$ cat src/rtl/pipe_out_fifo.sv
//==============================================================================
// pipe_out_fifo : FWFT output buffer absorbing consumer back-pressure behind
//                 a non-stallable pipeline; almost_full early warning and
//                 sticky overflow flag.                          Rev 1.0
//==============================================================================
`default_nettype none

module pipe_out_fifo #(
   parameter int DEPTH     = 8,
   parameter int WIDTH     = 8,
   parameter int AF_MARGIN = 3
) (
   input  logic                     clk,
   input  logic                     rst_n,
   input  logic                     in_valid,
   input  logic [WIDTH-1:0]         in_data,
   output logic                     out_valid,
   input  logic                     out_ready,
   output logic [WIDTH-1:0]         out_data,
   output logic [$clog2(DEPTH):0]   count,
   output logic                     almost_full,
   output logic                     overflow,
   input  logic                     clr_ovf
);

   localparam int AW = $clog2(DEPTH);
   localparam int CW = AW + 1;
   localparam logic [CW-1:0] FULL_CNT = CW'(DEPTH);
   localparam logic [CW-1:0] AF_CNT   = CW'(DEPTH - AF_MARGIN);

   logic [WIDTH-1:0] mem [DEPTH];
   logic [AW-1:0]    wr_ptr;
   logic [AW-1:0]    rd_ptr;
   logic [CW-1:0]    cnt;
   logic             ovf;
   logic             push;
   logic             pop;
   logic             drop;

   // A pop in the same cycle frees the slot, so a full FIFO can still accept.
   assign pop  = out_valid && out_ready;
   assign push = in_valid && ((cnt < FULL_CNT) || pop);
   assign drop = in_valid && !push;

   always_ff @(posedge clk or negedge rst_n) begin
      if (!rst_n) begin
         for (int i = 0; i < DEPTH; i++) begin
            mem[i] <= '0;
         end
      end else if (push) begin
         mem[wr_ptr] <= in_data;
      end
   end

   always_ff @(posedge clk or negedge rst_n) begin
      if (!rst_n) begin
         wr_ptr <= '0;
         rd_ptr <= '0;
         cnt    <= '0;
         ovf    <= 1'b0;
      end else begin
         if (push) begin
            wr_ptr <= wr_ptr + 1'b1;
         end
         if (pop) begin
            rd_ptr <= rd_ptr + 1'b1;
         end
         if (push && !pop) begin
            cnt <= cnt + 1'b1;
         end else if (pop && !push) begin
            cnt <= cnt - 1'b1;
         end
         // Set wins over clear so a drop is never lost.
         if (drop) begin
            ovf <= 1'b1;
         end else if (clr_ovf) begin
            ovf <= 1'b0;
         end
      end
   end

   assign out_valid   = (cnt != '0);
   assign out_data    = mem[rd_ptr];
   assign count       = cnt;
   assign almost_full = (cnt >= AF_CNT);
   assign overflow    = ovf;

endmodule

`default_nettype wire

$ cat config.mk
export PLATFORM = sky130hd
export DESIGN_NAME = pipe_out_fifo
export DESIGN_NICKNAME = d
export VERILOG_FILES = /design/src/rtl/pipe_out_fifo.sv
export SDC_FILE = /design/constraint.sdc
export NUM_CORES = 1
export LEC_CHECK = 0
export ABC_AREA = 1
export CAP_MARGIN = 0
export CORE_AREA = 5 5 96 98
export CTS_CLUSTER_DIAMETER = 200
export DETAILED_ROUTE_END_ITERATION = 10
export DIE_AREA = 0 0 101 103
export PLACE_DENSITY = 0.75
export SLEW_MARGIN = 20
export SYNTH_ARGS = -nofsm -noshare
export SYNTH_HDL_FRONTEND = slang
export SYNTH_SLANG_ARGS = --single-unit
export TNS_END_PERCENT = 20
$ cat constraint.sdc
create_clock -name clk -period 2.9 [get_ports clk]
set_clock_uncertainty 0.05 [all_clocks]
set_input_delay 0.29 -clock clk [delete_from_list [all_inputs] [get_ports clk]]
set_output_delay 0.29 -clock clk [all_outputs]
set_load 0.03 [all_outputs]
# Word level (Yosys, flattened, before mapping)
# Index checks and enable logic that the tools add are counted.
dict set report totals {
  regBits 75
  inputBits 13
  output_inout_bits 15
  wordCells 45
}
dict set report op_classes {
  add_sub_neg 4
  n_lt_le_gt_ge 5
  muxes 10
  bitwise_logic 2
  n_reduce_logical 12
}
# operator count
set op_table {}
lappend op_table {{64-bit bitwise mux} 1}
lappend op_table {{8-bit binary-select mux with 3-bit select} 1}
lappend op_table {{8-bit demux with 3-bit select} 1}
lappend op_table {{8-bit two-way mux} 3}
lappend op_table {{4-bit greater-or-equal comparator (second input constant)} 2}
lappend op_table {{4-bit two-way mux} 2}
lappend op_table {{3-bit inverter with 4-bit output} 2}
lappend op_table {{3-bit by 1-bit adder with 3-bit output (second input constant)} 2}
lappend op_table {{1-bit logical AND} 6}
lappend op_table {{4-bit by 1-bit adder with 4-bit output (second input constant)} 1}
lappend op_table {{4-bit by 3-bit greater-or-equal comparator with 1-bit output (second input constant)} 1}
lappend op_table {{4-bit by 1-bit less-than comparator with 1-bit output (second input constant)} 1}
lappend op_table {{4-bit less-than comparator (second input constant)} 1}
lappend op_table {{2-bit nonzero test} 2}
lappend op_table {{4-bit nonzero test} 1}
lappend op_table {{4-bit by 1-bit subtractor with 4-bit output (second input constant)} 1}
lappend op_table {{1-bit zero test} 2}
lappend op_table {{1-bit two-way mux} 2}
lappend op_table {{1-bit logical OR} 1}

# Depth between registers and ports, before layout
dict set report logic_depth {
  ltp_word 8
  ltp_mapped 13
  depth_no_buf 13
}

# Least setup slack after synthesis
# No wires, ideal clock.
dict set report synth_path {
  kind {reg-to-reg}
  start {register cnt[0], in the netlist count[0]}
  end {register cnt[3], in the netlist count[3]}
  arrival_ps 2305
  slack_ps 428
  path_stages_with_launch 12
  synth_period_minus_slack_ps 2472
  cell_sequence {dfrtp_1 nor2_1 nand3_1 nand2_1 ha_1 inv_1 ha_1 or2_2 nand3_1 nand2_1 nand2_1 nand2_1}
}
dict set report synth_between {
  elab_chain_cells 7
  word_cells_on_any_way 14
}
# item line
set synth_rtl {}
lappend synth_rtl {{from (decl)} 34} ;# logic [CW-1:0] cnt;
lappend synth_rtl {{from (signal assigned)} 69} ;# cnt <= cnt + 1'b1;
lappend synth_rtl {{from (signal assigned)} 71} ;# cnt <= cnt - 1'b1;
lappend synth_rtl {{4-bit nonzero test *} 82} ;# assign out_valid = (cnt != '0);
lappend synth_rtl {{net out_valid} 17} ;# output logic out_valid,
lappend synth_rtl {{1-bit logical AND *} 41} ;# assign pop = out_valid && out_ready;
lappend synth_rtl {{1-bit logical OR} 42} ;# assign push = in_valid && ((cnt < FULL_CNT) || pop);
lappend synth_rtl {{1-bit logical AND} 42}
lappend synth_rtl {{1-bit zero test} 70} ;# end else if (pop && !push) begin
lappend synth_rtl {{1-bit logical AND} 70}
lappend synth_rtl {{2-bit nonzero test (no source line)} --}
# Mark *: on every way through the listed nets, which the timed path passes. The rest lies on a longest branch. The select of a mux whose other input is x is not followed.
# A chain may end at the register's enable or synchronous reset.

# Worst setup path after layout
dict set report layout_path {
  start {register rd_ptr[0]}
  end {output out_data[6]}
}
dict set report layout_between {
  elab_chain_cells 4
}
# item line
set layout_rtl {}
lappend layout_rtl {{from (decl)} 33} ;# logic [AW-1:0] rd_ptr;
lappend layout_rtl {{from (signal assigned)} 66} ;# rd_ptr <= rd_ptr + 1'b1;
lappend layout_rtl {{3-bit inverter with 4-bit output (not written as such)} 83} ;# assign out_data = mem[rd_ptr];
lappend layout_rtl {{8-bit binary-select mux with 3-bit select} 83}
lappend layout_rtl {{8-bit two-way mux (not written as such) (2 in series)} 83}
lappend layout_rtl {{to (decl)} 19} ;# output logic [WIDTH-1:0] out_data,
# Every way passes these cells. The select of a mux whose other input is x is not followed.

==> results.md <==
| Group | Result | Reported |
|:---|:---|:---|
| final layout | Area added between synthesis and finish | 13.8% |
| pwr | Maximum VDD drop | 493 uV |
| floorplan | Area enclosed by the die boundary | 10400 um^2 |
| clocking | Number of buffers inserted by post-CTS setup repair | 0 |
| synthesis | Post-synthesis sequential element count | 75 |
| floorplan | Width of the chip | 101 um |
| final layout | Share of final-layout standard cells stronger than drive strength 1 | 10.2% |
| pwr | Power Dens Cells | 1250 nW/um^2 |
| setup path | Reg2Reg Depth | 11 |
| flow run | Max-cap violation count | 0 |
| sta | Post-layout minimum cycle time | 2.59 ns |
| sta | Post-route worst hold slack | 0.0266 ns |
| setup path | Worst EP required | 2.56 ns |
| setup path | Startpoint of the lowest-slack register-to-register path | count[0] |
| final layout | Net count, final | 483 |
| routing | Drt first pass iters | 5 |
| pwr | Total chip power | 5.18 mW |
| sta | Max frequency | 0.385 GHz |
| synthesis | Post-synthesis area per instance | 8.29 um^2 |
| sta | Hold violation total from the final report | 0 |
| floorplan | Die Ht | 103 um |
| setup path | Flop-to-flop setup slack | 0.67 ns |
| grt | Pin count of the biggest net entering global routing | 76 |
| pwr | Leakage power of the design | 2.01 nW |
| setup path | Category of the critical setup timing path | reg -> out |
| clocking | Hold_buf cts | 0 |
| sta | Tightest slew margin relative to the limit | 38.1% |
| placed design | Final HPWL DP | 5090 um |
| floorplan | Initial Utilization | 43.6% |
| setup path | Endpoint class of the critical path | primary output |
| sta | Fin. max-slew vios | 0 |
| synthesis | Number of different library cells in the post-synthesis netlist | 24 |
| final layout | Leading cell types in the layout, fill and taps excluded | nand2_1, dfrtp_1, o21ai_0 |
| sta | Final setup TNS | 0 ns |
| clocking | Post-CTS resize count | 0 |
| grt | Antenna violations before repair | 0 |
| setup path | Worst R2R End | count[3] |
| grt | Global-route total usage across every layer | 17.3% |
| floorplan | Ports placed on the boundary | 28 |
| clocking | Skew-Pair Late Insertion Delay | 0.35 ns |
| routing | Initial DRC Count | 299 |
| grt | Aggregate global routing overflow | 0 |
| final layout | Ant diodes | 0 |
| sta | Count of final setup violators | 0 |
| setup path | Critical path data arrival time | 2.25 ns |
| routing | Via-to-Cell Ratio | 5.18 |
| routing | Final wirelength | 8150 um |
| routing | Count of unresolved DRC violations after routing | 0 |
| synthesis | Number of instances in the synthesized netlist | 440 |
| synthesis | Synth warn | 0 |
| clocking | Clock slew seen by the registers of the worst setup and hold paths | 0.08 ns |
| setup path | Critical Path Fanout Max | 33 |
| clocking | Number of buffers on the longest clock path | 2 |
| floorplan | Placement row count | 34 |
| status | Run status | complete, no violations |
| grt | Number of global-route vias before repair | 2958 |
| clocking | H-Tree Depth | 3 |
| floorplan | Core region area | 8380 um^2 |
| clocking | TritonCTS clock tree | yes |
| placed design | Final weighted congestion in routability-driven placement | 0.824 |
| routing | Via total after detailed routing | 2986 |
| clocking | Root Driver | clkbuf_8 |
| routing | Mean routed wirelength per cell | 14.1 um |
| min path | Worst hold path class | in -> async |
| final layout | Non-filler instance count after layout | 577 |
| sta | Transition time at the pin with the least slew margin | 0.928 ns |
| final layout | Most common cell after layout, fill and taps aside | nand2_1 |
| placed design | Cell count after placement | 561 |
| routing | Final ANT Viol Nets | 0 |
| synthesis | Synthesized cell area | 3650 um^2 |
| clocking | Number of sinks handled by clock tree synthesis | 75 |
| sta | Final critical-path share of the clock period | 89.5% |
| sta | Setup repair after global routing missed its margin | false |
| synthesis | Share of the yosys chip area belonging to registers | 51.4% |
| placed design | I/O Buffers | 27 |
| grt | First-pass GRT wire length | 14200 um |
| synthesis | Syn_nets | 459 |
| setup path | Crit start category | flop |
| clocking | TritonCTS Buffers | 9 |
==> worst max path at each step <==
stage	cells after the start	endpoint	slack, ns	startpoint
6_report	7	out_data[6]	0.31	rd_ptr[0]
5_1_grt	9	out_data[7]	0.16	rd_ptr[0]
4_1_cts	9	out_data[4]	0.30	rd_ptr[0]
3_5_place_dp	10	count[3]	0.62	out_ready
3_3_place_gp	10	count[3]	0.68	out_ready
2_1_floorplan	11	count[3]	0.43	count[0]
==> per-layer routing <==
layer  GRT usage, %  wire, um
met5              0         0
met4           6.44       195
met3           3.52       289
met2           29.3      4020
met1           22.1      3650
==> critical path: stages, from the launching register on <==
cell and delay [ns]:
dfrtp_1 0.38, inv_1 0.06, buf_4 0.31, nor2_1 0.08, o21ai_0 0.25, nand2_1 0.08, nand2_1 0.07, clkdlybuf4s50_1 0.67
==> area by class of cell <==
class / count / area [um^2]
Tap cell: 108 / 135
Clock buffer: 10 / 128
Fill cell: 759 / 4230
Multi-Input combinational cell: 325 / 1550
Timing Repair Buffer: 32 / 305
Inverter: 21 / 78.8
Sequential cell: 75 / 1880
Clock inverter: 6 / 80.1
==> sequential cells by signal (all words and copies together), names as in the netlist <==
register	cells
overflow	1
wr_ptr	3
mem	64
rd_ptr	3
count	4
==> cells by family (layout without fill, tap and decap cells) <==
group / Yosys count / after routing / synth area share [%]
compound gates: 103 / 103 / 15.9
xor+xnor: 6 / 6 / 1.44
fa+ha+maj: 6 / 6 / 2.26
buf+inv: 40 / 69 / 6.14
flops: 75 / 75 / 51.4
simple gates: 210 / 210 / 22.8
==> report_power, final <==
group | internal (mW) | switching (mW) | leakage (nW)
sequential | 1.52 | 0.307 | 0.940
combinational | 0.943 | 1.55 | 0.963
clock | 0.479 | 0.383 | 0.110
==> per-stage QoR <==
stage,area [um^2],worst slack [ns],utilization (%)
after CTS,4150,0.298,49.6
after global routing,4150,0.156,49.6
after floorplan,3650,0.428,-
after detailed placement,3950,0.623,47.1
after global placement,3950,0.683,47.1
final,4150,0.306,49.6
==> Yosys cell counts <==
library cell | count | share of area, %
nand2_1 | 150 | 15
dfrtp_1 | 75 | 51
o21ai_0 | 50 | 6.9
nor2_1 | 43 | 4.4
o21ai_1 | 35 | 4.8
inv_1 | 19 | 2.0
o21ai_2 | 16 | 3.8
buf_6 | 9 | 2.8
nor3_1 | 6 | 0.82
buf_2 | 5 | 0.69
ha_1 | 5 | 1.7
clkbuf_1 | 4 | 0.41
nand2_2 | 4 | 0.69
nand3_1 | 3 | 0.41
xnor2_1 | 3 | 0.72
xor2_1 | 3 | 0.72
inv_2 | 2 | 0.21
nor3_2 | 2 | 0.55
a21boi_2 | 1 | 0.31
a21oi_1 | 1 | 0.14
buf_1 | 1 | 0.10
fa_1 | 1 | 0.55
nand2_4 | 1 | 0.31
or2_2 | 1 | 0.17
Power figures use the tool's default switching activity.
